[config.mk]
export PLATFORM = sky130hd
export DESIGN_NAME = matrix_result_buffer_flat
export DESIGN_NICKNAME = d
export VERILOG_FILES = /design/src/rtl/matrix_result_buffer_if.sv /design/src/rtl/matrix_result_buffer.sv /design/src/flat_wrapper.sv
export SDC_FILE = /design/constraint.sdc
export NUM_CORES = 1
export LEC_CHECK = 0
export BUFFER_PORTS_ARGS = -buffer_cell sky130_fd_sc_hd__buf_2
export CORE_MARGIN = 2
export CORE_UTILIZATION = 25
export CTS_CLUSTER_DIAMETER = 40
export CTS_CLUSTER_SIZE = 12
export DETAILED_ROUTE_END_ITERATION = 8
export PLACE_DENSITY = 0.4
export SLEW_MARGIN = 10
export SYNTH_ARGS = -nofsm -noshare
export SYNTH_HDL_FRONTEND = slang
export SYNTH_SLANG_ARGS = --single-unit
[constraint.sdc]
create_clock -name clk -period 2.3 [get_ports clk]
set_input_delay 0.345 -clock clk [delete_from_list [all_inputs] [get_ports clk]]
set_output_delay 0.345 -clock clk [all_outputs]
set_load 0.05 [all_outputs]
[src/rtl/matrix_result_buffer_if.sv]
// Product-capture and read-port bundle for matrix_result_buffer.
// Row-max select/result exist only when MATRIX_RESULT_ROWMAX_EN is defined.
interface matrix_result_buffer_if #(
  parameter int DATA_W = 16,
  parameter int ROWS   = 4,
  parameter int COLS   = 4,
  parameter int AW     = 4
);
  localparam int CW  = $clog2(ROWS + 1);
  localparam int RSW = (ROWS > 1) ? $clog2(ROWS) : 1;

  logic              clear;
  logic              p_valid;
  logic [DATA_W-1:0] p_in;
  logic              row_done;
  logic              rd_en;
  logic [AW-1:0]     rd_addr;
  logic [DATA_W-1:0] rd_data;
  logic              rd_valid;
  logic              frame_done;
  logic              overflow;
  logic              row_err;
  logic [CW-1:0]     row_cnt;
`ifdef MATRIX_RESULT_ROWMAX_EN
  logic [RSW-1:0]    row_max_sel;
  logic [DATA_W-1:0] row_max;

  modport master (
    output clear, p_valid, p_in, row_done,
    output rd_en, rd_addr, row_max_sel,
    input  rd_data, rd_valid, frame_done,
    input  overflow, row_err, row_cnt, row_max
  );
  modport slave (
    input  clear, p_valid, p_in, row_done,
    input  rd_en, rd_addr, row_max_sel,
    output rd_data, rd_valid, frame_done,
    output overflow, row_err, row_cnt, row_max
  );
`else
  modport master (
    output clear, p_valid, p_in, row_done,
    output rd_en, rd_addr,
    input  rd_data, rd_valid, frame_done,
    input  overflow, row_err, row_cnt
  );
  modport slave (
    input  clear, p_valid, p_in, row_done,
    input  rd_en, rd_addr,
    output rd_data, rd_valid, frame_done,
    output overflow, row_err, row_cnt
  );
`endif
endinterface

[src/rtl/matrix_result_buffer.sv]
// Result-matrix capture buffer behind the matrix multiplier.
// Optional per-row maxima: define MATRIX_RESULT_ROWMAX_EN.
module matrix_result_buffer #(
  parameter int DATA_W = 16,
  parameter int ROWS   = 4,
  parameter int COLS   = 4,
  parameter int AW     = 4
) (
  input logic                   clk,
  input logic                   rst_n,
  matrix_result_buffer_if.slave bus
);
  localparam int DEPTH = ROWS * COLS;
  localparam int IW    = (DEPTH > 1) ? $clog2(DEPTH) : 1;
  localparam int PW    = $clog2(DEPTH + 1);
  localparam int CW    = $clog2(ROWS + 1);
  localparam int RSW   = (ROWS > 1) ? $clog2(ROWS) : 1;

  typedef enum logic [1:0] {
    IDLE    = 2'd0,
    COLLECT = 2'd1,
    DONE    = 2'd2
  } state_e;

  state_e            state_q, state_d;
  logic [PW-1:0]     wr_ptr_q, wr_ptr_d;
  logic [PW-1:0]     col_cnt_q, col_cnt_d;
  logic [CW-1:0]     row_cnt_q, row_cnt_d;
  logic              ovf_q, ovf_d;
  logic              rerr_q, rerr_d;
  logic              we;
  logic              frame_done;
  logic [DATA_W-1:0] mem [DEPTH];
  logic [DATA_W-1:0] rd_data_q;
  logic              rd_valid_q;
  logic              rd_in_range;

  always_ff @(posedge clk) begin
    if (!rst_n) begin
      state_q   <= IDLE;
      wr_ptr_q  <= '0;
      col_cnt_q <= '0;
      row_cnt_q <= '0;
      ovf_q     <= 1'b0;
      rerr_q    <= 1'b0;
    end else begin
      state_q   <= state_d;
      wr_ptr_q  <= wr_ptr_d;
      col_cnt_q <= col_cnt_d;
      row_cnt_q <= row_cnt_d;
      ovf_q     <= ovf_d;
      rerr_q    <= rerr_d;
    end
  end

  always_comb begin
    state_d   = state_q;
    wr_ptr_d  = wr_ptr_q;
    col_cnt_d = col_cnt_q;
    row_cnt_d = row_cnt_q;
    ovf_d     = ovf_q;
    rerr_d    = rerr_q;
    we        = 1'b0;
    if (bus.clear) begin
      state_d   = IDLE;
      wr_ptr_d  = '0;
      col_cnt_d = '0;
      row_cnt_d = '0;
      ovf_d     = 1'b0;
      rerr_d    = 1'b0;
    end else begin
      unique case (state_q)
        IDLE, COLLECT: begin
          if (bus.p_valid) begin
            if (int'(wr_ptr_q) < DEPTH) begin
              we        = 1'b1;
              wr_ptr_d  = wr_ptr_q + PW'(1);
              col_cnt_d = col_cnt_q + PW'(1);
            end else begin
              ovf_d = 1'b1;
            end
          end
          // A product in the closing cycle counts toward the closing row
          if (bus.row_done) begin
            row_cnt_d = row_cnt_q + CW'(1);
            col_cnt_d = '0;
            wr_ptr_d  = PW'((int'(row_cnt_q) + 1) * COLS);
            if (int'(col_cnt_q) + int'(we) != COLS)
              rerr_d = 1'b1;
            if (int'(row_cnt_q) + 1 == ROWS)
              state_d = DONE;
            else
              state_d = COLLECT;
          end else if (bus.p_valid) begin
            state_d = COLLECT;
          end
        end
        DONE: begin
          if (bus.p_valid)
            ovf_d = 1'b1;
        end
        default: state_d = IDLE;
      endcase
    end
  end

  always_comb begin
    frame_done = (state_q == DONE);
  end

  always_ff @(posedge clk) begin
    if (rst_n && we)
      mem[wr_ptr_q[IW-1:0]] <= bus.p_in;
  end

  assign rd_in_range = int'(bus.rd_addr) < DEPTH;

  always_ff @(posedge clk) begin
    if (!rst_n) begin
      rd_data_q  <= '0;
      rd_valid_q <= 1'b0;
    end else begin
      rd_valid_q <= bus.rd_en;
      if (bus.rd_en)
        rd_data_q <= rd_in_range ? mem[bus.rd_addr[IW-1:0]] : '0;
    end
  end

`ifdef MATRIX_RESULT_ROWMAX_EN
  logic [DATA_W-1:0] max_q [ROWS];

  always_ff @(posedge clk) begin
    if (!rst_n || bus.clear) begin
      for (int i = 0; i < ROWS; i++)
        max_q[i] <= '0;
    end else if (we && bus.p_in > max_q[row_cnt_q[RSW-1:0]]) begin
      max_q[row_cnt_q[RSW-1:0]] <= bus.p_in;
    end
  end

  assign bus.row_max = (int'(bus.row_max_sel) < ROWS)
                     ? max_q[bus.row_max_sel] : '0;
`endif

  assign bus.rd_data    = rd_data_q;
  assign bus.rd_valid   = rd_valid_q;
  assign bus.frame_done = frame_done;
  assign bus.overflow   = ovf_q;
  assign bus.row_err    = rerr_q;
  assign bus.row_cnt    = row_cnt_q;
endmodule

[src/flat_wrapper.sv]
// flat-port wrapper written by rule: the top's interface ports become plain ports
module matrix_result_buffer_flat 
#(
  parameter int DATA_W = 16,
  parameter int ROWS   = 4,
  parameter int COLS   = 4,
  parameter int AW     = 4
)
  (clk, rst_n, bus_clear, bus_p_valid, bus_p_in, bus_row_done, bus_rd_en, bus_rd_addr, bus_rd_data, bus_rd_valid, bus_frame_done, bus_overflow, bus_row_err, bus_row_cnt);
  matrix_result_buffer_if #(.DATA_W(DATA_W), .ROWS(ROWS), .COLS(COLS), .AW(AW)) bus_i ();
  input logic clk;
  input logic rst_n;
  input wire logic [$bits(bus_i.clear)-1:0] bus_clear;
  input wire logic [$bits(bus_i.p_valid)-1:0] bus_p_valid;
  input wire logic [$bits(bus_i.p_in)-1:0] bus_p_in;
  input wire logic [$bits(bus_i.row_done)-1:0] bus_row_done;
  input wire logic [$bits(bus_i.rd_en)-1:0] bus_rd_en;
  input wire logic [$bits(bus_i.rd_addr)-1:0] bus_rd_addr;
  output wire logic [$bits(bus_i.rd_data)-1:0] bus_rd_data;
  output wire logic [$bits(bus_i.rd_valid)-1:0] bus_rd_valid;
  output wire logic [$bits(bus_i.frame_done)-1:0] bus_frame_done;
  output wire logic [$bits(bus_i.overflow)-1:0] bus_overflow;
  output wire logic [$bits(bus_i.row_err)-1:0] bus_row_err;
  output wire logic [$bits(bus_i.row_cnt)-1:0] bus_row_cnt;
  assign bus_i.clear = bus_clear;
  assign bus_i.p_valid = bus_p_valid;
  assign bus_i.p_in = bus_p_in;
  assign bus_i.row_done = bus_row_done;
  assign bus_i.rd_en = bus_rd_en;
  assign bus_i.rd_addr = bus_rd_addr;
  assign bus_rd_data = bus_i.rd_data;
  assign bus_rd_valid = bus_i.rd_valid;
  assign bus_frame_done = bus_i.frame_done;
  assign bus_overflow = bus_i.overflow;
  assign bus_row_err = bus_i.row_err;
  assign bus_row_cnt = bus_i.row_cnt;
  matrix_result_buffer #(.DATA_W(DATA_W), .ROWS(ROWS), .COLS(COLS), .AW(AW)) u_core (.clk(clk), .rst_n(rst_n), .bus(bus_i));
endmodule
Word-level counts from Yosys, hierarchy flattened

Memory sizes are Yosys's and may differ from the RTL's. A register that Yosys moved wholly into a read port is not among the register bits.
Index checks and enable logic that the tools add are counted.
W data, S select, Z words.

Register bits: 18
Bits in latches: 0
RAM bits: 256
Memory bits (read-only): 0
Input port bits: 26
Output and inout port bits: 23
Memories: 1

Add/sub/neg operators: 5
Multipliers: 0
Div/mod/pow operators: 0
Order comparisons: 1
Equality and inequality tests: 8
Shift-type cells: 0
Mux-type cells: 22
Bitwise operators: 2
Reduce and logical (&&, ||, !) cells: 13

Memory list:

| memory     | depth | width | read ports | clocked after memory_dff | wr ports | RTL line                   | text |
|---|---|---|---|---|---|---|---|
| u_core.mem | 16    | 16    | 1          | 1                        | 1        | matrix_result_buffer.sv:33 | `logic [DATA_W-1:0] mem [DEPTH];` |

Operators with widths:

| cell                  | count |
|---|---|
| $eq A32 B4 Y1 const B | 1 |
| $ne A32 B4 Y1 const B | 1 |
| $mux W5               | 6 |
| $mux W1               | 11 |
| $add A5 B1 Y5 const B | 2 |
| $add A5 B1 Y6         | 1 |
| $mux W2               | 3 |
| $ne A2 B2 Y1 const B  | 3 |
| $reduce_and A3 Y1     | 2 |
| $reduce_bool A2 Y1    | 3 |
| $lt A5 B5 Y1 const B  | 1 |
| $add A3 B1 Y4 const B | 1 |
| $pmux W2 S2           | 1 |
| $reduce_and A2 Y1     | 2 |
| $reduce_and A4 Y1     | 1 |
| $reduce_or A2 Y1      | 2 |
| $add A3 B1 Y3 const B | 1 |
| $ne A3 B3 Y1 const B  | 1 |
| $eq A2 B1 Y1 const B  | 1 |
| $eq A2 B2 Y1 const B  | 1 |
| $logic_not A2 Y1      | 1 |
| $not A1 Y1            | 2 |
| $pmux W1 S2           | 1 |
| $logic_and A1 B1 Y1   | 1 |
| $logic_not A1 Y1      | 1 |

Logic depth before layout (Yosys ltp)

Gate-level depths: netlist (run 1).

Depth after elaboration: 10
Mapped depth: 8

Worst setup path after synthesis (run 1)

No wires, ideal clock.

Path type: in2reg
Start point: input bus_clear
End point: memory u_core.mem[0][0] (enable)
Library setup time: 0.409 ns
Arrival time: 2.051 ns
Data required time: 1.891 ns
Slack: -0.160 ns
Stages: 4
Path buffers: 0
Cells stage by stage: nand2b_1 -> nor3_2 -> nand2_1 -> nor3_1

Cells in the longest elaborated chain, start to end: 4

Ends and longest elaborated chain:

| item                          | RTL line                    | text |
|---|---|---|
| start: declaration            | flat_wrapper.sv:13          | `input wire logic [$bits(bus_i.clear)-1:0] bus_clear;` |
| $mux W1                       | matrix_result_buffer.sv:64  | `if (bus.clear) begin` |
| $logic_and A1 B1 Y1           | matrix_result_buffer.sv:112 | `if (rst_n && we)` |
| $mux W1                       | matrix_result_buffer.sv:112 |  |
| $mux W1 (implied by the code) | matrix_result_buffer.sv:113 | `mem[wr_ptr_q[IW-1:0]] <= bus.p_in;` |
| end: declaration              | matrix_result_buffer.sv:33  |  |

Every way passes these cells.

Worst setup path in the final report (run 1)

Start point: register u_core.state_q[1]
End point: output bus_frame_done

Cells in the longest elaborated chain, start to end: 1

Ends and longest elaborated chain:

| item                     | RTL line                    | text |
|---|---|---|
| start: declaration       | matrix_result_buffer.sv:25  | `state_e state_q, state_d;` |
| start signal: assignment | matrix_result_buffer.sv:47  | `state_q <= state_d;` |
| $eq A2 B2 Y1             | matrix_result_buffer.sv:108 | `frame_done = (state_q == DONE);` |
| end: declaration         | flat_wrapper.sv:21          | `output wire logic [$bits(bus_i.frame_done)-1:0] bus_frame_done;` |

Every way passes these cells.

==> results of run 1 <==
==> final timing paths <==
| check | startpoint | to | slack [ns] | depth (start not counted) |
|---|---|---|---|---|
| max | u_core.state_q[1] | bus_frame_done | 0.28 | 2 |
| min | bus_rd_en | u_core.bus.rd_valid | 0.07 | 2 |
| max reg2reg | u_core.state_q[1] | u_core.mem[3][5] | 0.50 | 4 |
| min reg2reg | u_core.bus.rd_data[5] | u_core.bus.rd_data[5] | 0.45 | 2 |
==> logic make-up after synthesis <==
kind of cell,after synthesis
xor+xnor,5
fa+ha+maj,9
compound gates,92
flops,290
mux,130
simple gates,147
buf+inv,47
==> synth_stat cells (all sizes together), types with 7 or more instances <==
| cell | n |
|---|---|
| nand2 | 42 |
| ha | 9 |
| edfxtp | 256 |
| buf | 27 |
| clkbuf | 13 |
| a22oi | 50 |
| nand3 | 52 |
| a21oi | 24 |
| dfxtp | 34 |
| mux2i | 130 |
| nor3 | 8 |
| nor2 | 25 |
| o21ai | 7 |
==> worst max-delay path, cell delays in order, from the launching register on <==
cell and delay (ns):
dfxtp_1 0.55, nor2b_1 0.28, buf_2 0.31
==> registers in the layout (all words and copies together) (netlist names) <==
signal,flops
u_core.wr_ptr_q,5
u_core.bus.row_err,1
u_core.bus.row_cnt,3
u_core.state_q,2
u_core.col_cnt_q,5
u_core.bus.rd_data,16
u_core.mem,256
u_core.bus.rd_valid,1
u_core.bus.overflow,1
==> power breakdown <==
part | total, mW | switching, mW | internal (mW)
sequential | 5.80 | 0.0331 | 5.77
combinational | 0.645 | 0.445 | 0.199
clock | 7.09 | 2.61 | 4.47
total | 13.5 | 3.09 | 10.4
==> per-layer routing <==
layer	part of all wire (%)	up-vias	routed length (um)
met5	0	-	0
met4	1.7	0	501
met3	4.8	37	1440
met2	47	122	14000
met1	47	3199	14100
li1	-	2997	-
==> area by class of cell <==
type | instances | area [um2] | share of cell area (%)
Inverter | 7 | 32.5 | 0.226
Tap cell | 600 | 751 | 5.21
Clock inverter | 37 | 454 | 3.15
Multi-Input combinational cell | 383 | 2890 | 20.1
Timing Repair Buffer | 89 | 767 | 5.33
Clock buffer | 47 | 1130 | 7.87
Sequential cell | 290 | 8370 | 58.1
Antenna cell | 1 | 2.50 | 0.0174
==> results.md, run 1 <==
- Slack of the critical path: 0.282 ns
- DRC: 0
- GR met1 Demand/Resource: 17.7%
- Setup repair bufs after CTS: 0
- Register bit total from synthesis: 290
- GP Congestion: 0.703
- Most Crowded Layer GR: met2
- Via count: 6355
- Util after Layout: 31.7%
- Final nets: 851
- Least-Margin Pin Slew: 0.535 ns
- Row cnt: 78
- Slew Limit Fails: 0
- Critical Path RT: 1.96 ns
- Post-Syn Area per Cell: 16.0 um2
- Max cap viols: 0
- Worst hold-check path type: input pin to register
- Chip Height: 219 um
- Slew HR: 63.4%
- Root Driver: clkbuf_16
- Cell area after synthesis: 0.0115 mm2
- Most frequent cells in the layout: edfxtp_1, mux2i_1, nand3_1
- Placed cell area: 0.0128 mm2
- Hold Vio Cnt, Final: 0
- Dpl cells: 1369
- Post_cts resized: 0
- Adder-cell share of the synthesized area: 0.979%
- Post-synth ARST share: 0%
- Tmin final: 2.02 ns
- Synth warn: 0
- RSZ-0062 raised after global routing: false
- Largest net degree at the start of global routing: 33
- Global-route wire length before repair: 44.9 mm
- Clock buffer depth: 3
- Clk pin slew, worst setup/hold paths: 0.05 ns
- Routed WL per cell: 20.7 um
- Ports: 49
- Core area: 0.0454 mm2
- Clk_lat worst skew: 0.55 ns
- Drt pass-1 iters: 4
- Setup CP Type: register to output port
- Clock sink total: 290
- Synth Area in Compound Gates: 5.51%
- Syn Nets: 755
- Final period util: 87.7%
- Lkg Pwr: 5.13 nW
- Num CTS Buffers: 45
- Skew final: 0.0169 ns
- Crit path max fanout: 10
- Pre-CTS setup slack: 0.325 ns
- Pwr Density: 940 mW/mm2
- Cell Count, Final, Fillers Out: 1454
- Die Width: 219 um
- CP endpoint kind: output port
- Post-Synth Simple-Gate Area: 6.02%
- Area growth from synthesis to layout: 25.1%
- Post-CTS Hold Fix Bufs: 0
- Post-synth top area share: 66.8%
- Setup TNS: 0 ns
- Yosys top cell by area: edfxtp_1
- Post-synth EDFFs: 256
- Status: finished, final reports clean
- Setup violators final: 0
- Number of fillers in the final layout: 4423
- VDD IR max: 0.501 mV
- Drt total wl: 30.0 mm
- Initial antenna violation count: 1
- HPWL after DPL: 18.1 mm
- Worst endpoint data arrival time: 1.67 ns
- Met2 usage: 20.4%
- Min Hold Slack: 0.0683 ns
- Synth area leaders: edfxtp_1, mux2i_1, dfxtp_1
- GRT overflow: 0
- Design Power: 13.5 mW
- Design area: 0.0144 mm2
- Share of cells above drive strength 1: 23.2%
- DR iter-0 viols: 304
- Initial Util: 25.4%
- Vias in the first global route: 6613
- Syn Inst Count: 720
- Vias per inst: 4.37
- Crit path launch type: register
- Xor/xnor share of the synthesized area: 0.381%
- Largest family of logic cells by synthesized area: multiplexers
- Number of library cell types mapped by synthesis: 45
- Fmax achieved: 496 MHz
- Antenna-violating nets left: 0
- CTS tree: yes
- Gr usage total: 12.9%
- H-tree levels: 2
- Commonest non-fill, non-tap cell in the layout: edfxtp_1
- Die footprint: 0.0478 mm2
- Mux contribution to synthesized area: 11.3%
- Sequential-to-total area share from yosys stat: 72.7%
- I/O Buffers: 48
- Met3 Track Usage GR: 2.77%
- Predominant post-synthesis flop cell: edfxtp_1
No activity file was read; power rests on OpenSTA's default activity.
==> run 2: changes to the inputs <==
--- a/config.mk
+++ b/config.mk
@@ -11,6 +11,7 @@
 export CTS_CLUSTER_DIAMETER = 40
 export CTS_CLUSTER_SIZE = 12
 export DETAILED_ROUTE_END_ITERATION = 8
+export GPL_TIMING_DRIVEN = 0
 export PLACE_DENSITY = 0.4
 export SLEW_MARGIN = 10
 export SYNTH_ARGS = -nofsm -noshare
==> constraint.sdc (replaced) <==
create_clock -name clk -period 2.3 [get_ports clk]
set_input_delay 0.345 -clock clk [delete_from_list [all_inputs] [get_ports clk]]
set_output_delay 0.345 -clock clk [all_outputs]
set_load 0.005 [all_outputs]
==> results.md, run 2 (synthesis results as in run 1) <==
- Global-route wire length before repair: 44.3 mm (-1.4%)
- Crit path launch type: register
- Root Driver: clkbuf_16
- Worst path bufs/invs: 2 (+1)
- Row cnt: 78 (unchanged)
- Drt pass-1 iters: 4 (unchanged)
- Via count: 6426 (+1.1%)
- Least-Margin Pin Slew: 0.674 ns (+0.139 ns)
- Die footprint: 0.0478 mm2 (unchanged)
- Worst endpoint data arrival time: 2.42 ns (+0.75 ns)
- Initial Util: 25.4% (unchanged)
- Status: finished, final reports clean
- Antenna-violating nets left: 0 (unchanged)
- Chip Height: 219 um (unchanged)
- Clk pin slew, worst setup/hold paths: 0.05 ns (about the same)
- Skew final: 0.0309 ns (+0.0140 ns)
- CTS tree: yes
- GP Congestion: 0.715 (+1.7%)
- Most frequent cells in the layout: edfxtp_1, mux2i_1, buf_2
- Lkg Pwr: 5.23 nW (+2.0%)
- Share of cells above drive strength 1: 23.4% (+0.20 points)
- Largest net degree at the start of global routing: 17 (-48%)
- HPWL after DPL: 20.3 mm (+12%)
- DR iter-0 viols: 360 (+18%)
- H-tree levels: 2 (unchanged)
- Crit-path leading delay family: simple AND/OR/NAND/NOR gates
- I/O Buffers: 47 (-2.1%)
- Commonest non-fill, non-tap cell in the layout: edfxtp_1
- Max cap viols: 0 (unchanged)
- Clock buffer depth: 3 (unchanged)
- VDD IR max: 0.502 mV (+0.23%)
- Crit path max fanout: 10 (unchanged)
- Initial antenna violation count: 1 (unchanged)
- R2r setup slk: 0.17 ns (-0.33 ns)
- Gr usage total: 12.9% (about the same)
- Hold Vio Cnt, Final: 0 (unchanged)
- Num CTS Buffers: 51 (+13%)
- Max reg flops: 256 (unchanged)
- Number of fillers in the final layout: 4478 (+1.2%)
- Drt total wl: 30.2 mm (+0.52%)
- RSZ-0062 raised after global routing: false
- Design Power: 14.0 mW (+3.7%)
- Final nets: 872 (+2.5%)
- Slew HR: 55.1% (-8.4 points)
- Worst hold-check path type: input pin to register
- Ports: 49 (unchanged)
- Min Hold Slack: 0.0460 ns (-0.0223 ns)
- Final period util: 92.5% (+4.8 points)
- GRT overflow: 0 (unchanged)
- Core area: 0.0454 mm2 (unchanged)
- Area growth from synthesis to layout: 26.9%
- CP max stage delay: 0.57 ns (+0.02 ns)
- Vias per inst: 4.34 (-0.73%)
- Pwr Density: 961 mW/mm2 (+2.2%)
- Clock sink total: 290 (unchanged)
- Util after Layout: 32.2% (+0.46 points)
- Slowest-stage cell, CP: nor2_2
- Fmax achieved: 470 MHz (-5.2%)
- Slew Limit Fails: 0 (unchanged)
- DRC: 0 (unchanged)
- Tmin final: 2.13 ns (+0.110 ns)
- Worst-path cell chain: buf_2 > nor3_2 > nand2_1 > nor2_2 > buf_8
- CP endpoint kind: register
- Setup violators final: 0 (unchanged)
- Critical Path RT: 2.59 ns (+0.63 ns)
- Vias in the first global route: 6595 (-0.27%)
- Die Width: 219 um (unchanged)
- Routed WL per cell: 20.4 um (-1.3%)
- Clk_lat worst skew: 0.59 ns (+0.04 ns)
- Setup CP Type: register to register
run 2: cell count changes in the layout (fill, tap and decap cells not counted), moves of 3 or more:
cell / previous run / this run
buf_4: 24 / 2
inv_8: 3 / 0
buf_6: 1 / 5
nor2b_1: 2 / 6
clkinv_2: 7 / 11
clkbuf_1: 2 / 13
buf_8: 0 / 19
buf_12: 17 / 4
buf_2: 47 / 59
clkbuf_16: 45 / 52
run 2: through the flow:
| stage | worst slack, ns | instance area (um2) | TNS, ns | instances |
|---|---|---|---|---|
| after floorplan | 0.266 | 11500 | 0 | 720 |
| after global routing | 0.00841 | 14600 | 0 | 1480 |
| final | 0.172 | 14600 | 0 | 1481 |
| after detailed placement | -0.121 | 12800 | -3.38 | 1383 |
| after CTS | 0.00661 | 14600 | 0 | 1480 |
| after global placement | -0.890 | 12500 | -190.86 | 1367 |
run 2: layout make-up:
cell class                 count  area, um2  share of cell area [%]
sequential                   290       8370                    57.3
multi-input combinational    383       2860                    19.6
clock buffer                  54       1310                    8.96
tap                          600        751                    5.14
timing repair buffer          64        498                    3.41
clock inverter                42        463                    3.17
buffer                        40        323                    2.21
inverter                       7       32.5                   0.223
antenna                        1       2.50                  0.0171
run 2: what timing repair did:
action,in CTS,in global routing
hold buffers,1,0
resized for setup,0,2
hold endpoints to repair,1,0
setup endpoints to repair,0,28
buffers inserted,0,0
run 2: worst paths after layout:
kind / from / end / depth (start not counted)
setup / recovery: u_core.state_q[1] / u_core.mem[12][3] / 5
hold / removal: rst_n / u_core.bus.rd_valid / 2
setup reg to reg: u_core.state_q[1] / u_core.mem[12][3] / 5
hold reg to reg: u_core.bus.rd_data[15] / u_core.bus.rd_data[15] / 2
run 2: where the power goes:
part | internal (mW) | switching [mW] | total [mW]
logic | 0.205 | 0.371 | 0.575
clock network | 4.88 | 2.78 | 7.66
registers | 5.77 | 0.0257 | 5.80
total | 10.9 | 3.18 | 14.0
run 2: routing by layer:
layer | share of wire (%) | track usage [%] | vias up | routed length, um
li1 | - | - | 3026 | -
met1 | 47 | 17.6 | 3225 | 14300
met2 | 46 | 20.5 | 119 | 13900
met3 | 4.0 | 2.37 | 54 | 1220
met4 | 2.5 | 4.69 | 2 | 753
met5 | 0.043 | 0 | - | 13
==> run 3: changes to the inputs <==
--- a/config.mk
+++ b/config.mk
@@ -12,7 +12,7 @@
 export CTS_CLUSTER_SIZE = 12
 export DETAILED_ROUTE_END_ITERATION = 8
 export GPL_TIMING_DRIVEN = 0
-export PLACE_DENSITY = 0.4
+export PLACE_DENSITY = 0.5
 export SLEW_MARGIN = 10
 export SYNTH_ARGS = -nofsm -noshare
 export SYNTH_HDL_FRONTEND = slang
==> results.md, run 3 (synthesis results as in run 1) <==
- Crit-path leading delay family: simple AND/OR/NAND/NOR gates
- Setup CP Type: register to register
- Max cap viols: 0 (unchanged)
- Critical Path RT: 2.53 ns (-0.06 ns)
- GRT overflow: 0 (unchanged)
- DR iter-0 viols: 405 (+13%)
- Clk pin slew, worst setup/hold paths: 0.06 ns (about the same)
- Skew final: 0.0257 ns (-0.00519 ns)
- Worst endpoint data arrival time: 2.35 ns (-0.07 ns)
- CP max stage delay: 0.55 ns (-0.02 ns)
- Crit path max fanout: 10 (unchanged)
- Design Power: 11.8 mW (-16%)
- Final period util: 92.1% (-0.43 points)
- WL met3: 1.26 mm (+3.8%)
- Fmax achieved: 472 MHz (+0.46%)
- Clock sink total: 290 (unchanged)
- Die Width: 219 um (unchanged)
- Clk_lat worst skew: 0.53 ns (-0.06 ns)
- HPWL after DPL: 18.7 mm (-7.9%)
- Drt total wl: 28.0 mm (-7.4%)
- Ports: 49 (unchanged)
- Via count: 6365 (-0.95%)
- Initial Util: 25.4% (unchanged)
- Pwr Density: 842 mW/mm2 (-12%)
- Max reg flops: 256 (unchanged)
- Min Hold Slack: 0.0928 ns (+0.0468 ns)
- Commonest non-fill, non-tap cell in the layout: edfxtp_1
- Row cnt: 78 (unchanged)
- Highest metal used: met5
- Root Driver: clkbuf_16
- Most frequent cells in the layout: edfxtp_1, mux2i_1, buf_2
- Crit path launch type: register
- Least-Margin Pin Slew: 0.654 ns (-0.0205 ns)
- Vias per inst: 4.40 (+1.4%)
- Design area: 0.0140 mm2 (-4.4%)
- Tmin final: 2.12 ns (-0.00980 ns)
- Area growth from synthesis to layout: 21.3%
- Reg2reg path depth: 5 (unchanged)
- Initial antenna violation count: 3 (+2)
- Die footprint: 0.0478 mm2 (unchanged)
- Drt pass-1 iters: 5 (+1)
- VDD IR max: 0.400 mV (-20%)
- I/O Buffers: 47 (unchanged)
- Slew HR: 56.4% (+1.4 points)
- Setup violators final: 0 (unchanged)
- RSZ-0062 raised after global routing: false
- Worst path depth: 5 (unchanged)
- GP Congestion: 0.732 (+2.3%)
- CP endpoint kind: register
- Routed WL per cell: 19.3 um (-5.2%)
- Worst path bufs/invs: 2 (unchanged)
- Num CTS Buffers: 35 (-31%)
- Gr usage total: 11.9% (-1.1 points)
- DRC: 0 (unchanged)
- WL met1: 12.5 mm (-12%)
- Global-route wire length before repair: 41.7 mm (-5.8%)
- Post-CTS Hold Fix Bufs: 0 (-1)
- Final nets: 855 (-1.9%)
- Largest net degree at the start of global routing: 17 (unchanged)
- Util after Layout: 30.8% (-1.4 points)
- Lkg Pwr: 4.92 nW (-5.9%)
- Met2 wire len: 13.3 mm (-4.5%)
- Hold Vio Cnt, Final: 0 (unchanged)
- Vias in the first global route: 6484 (-1.7%)
- Placed cell area: 0.0128 mm2 (unchanged)
- Share of cells above drive strength 1: 19.9% (-3.6 points)
- Status: finished, final reports clean
- Antenna-violating nets left: 0 (unchanged)
- Slowest-stage cell, CP: nor3_4
- CTS tree: yes
- Chip Height: 219 um (unchanged)
- Hold path depth: 2 (unchanged)
- Clock buffer depth: 3 (unchanged)
- H-tree levels: 2 (unchanged)
- Worst hold-check path type: input pin to register
- Slew Limit Fails: 0 (unchanged)
- Core area: 0.0454 mm2 (unchanged)
- Worst-path cell chain: buf_2 > nor3_2 > nand2_1 > nor3_4 > buf_8
## run 3: cell count changes in the layout (fill, tap and decap cells not counted), moves of 4 or more
cell / change
clkbuf_16: -17
clkinvlp_4: -4
clkbuf_1: +7
inv_6: -5
clkinv_2: -5
clkinv_4: -6
## run 3: final timing paths
kind	startpoint	end	slack, ns
setup / recovery	u_core.state_q[1]	u_core.mem[2][1]	0.18
hold / removal	bus_rd_en	u_core.bus.rd_valid	0.09
setup reg to reg	u_core.state_q[1]	u_core.mem[2][1]	0.18
hold reg to reg	u_core.bus.row_err	u_core.bus.row_err	0.45
## run 3: worst reg2reg max path, delay by kind of cell (launching register included)
kind | cells | cell delay [ns]
AND/OR/NAND/NOR | 3 | 1.13
flip-flops | 1 | 0.29
buffers and inverters | 2 | 0.41
## run 3: timing repair
action,in CTS,in global routing
setup endpoints to repair,8,11
gates resized for setup,1,2
setup buffers,0,0
## run 3: per-stage QoR
step | setup TNS, ns | setup WS [ns] | instances
after global routing | 0 | 0.0909 | 1446
final | 0 | 0.182 | 1447
after detailed placement | -1.42 | -0.0701 | 1383
after global placement | -166.17 | -0.770 | 1367
after CTS | 0 | 0.103 | 1446
after floorplan | 0 | 0.266 | 720
## run 3: layer usage
metal  vias up  global-route usage, %
li1       2981                      -
met4         4                   4.35
met3        55                   2.52
met5         -                      0
met1      3196                   15.4
met2       129                   19.5
## run 3: cell type report
cell class              count  area, um2
inverters                   7       32.5
well taps                 600        751
clock buffers              46        937
repair buffers             63        488
fillers                  4472      31400
flip-flops and latches    290       8370
diodes                      1       2.50
multi-input cells         383       2870
plain buffers              40        323
clock inverters            17        196
## run 3: report_power, final
part	internal (mW)	switching (mW)	total [mW]	leakage (nW)
clock	3.24	2.16	5.40	0.549
combinational	0.204	0.361	0.565	1.79
sequential	5.77	0.0242	5.79	2.58
total	9.21	2.54	11.8	4.92
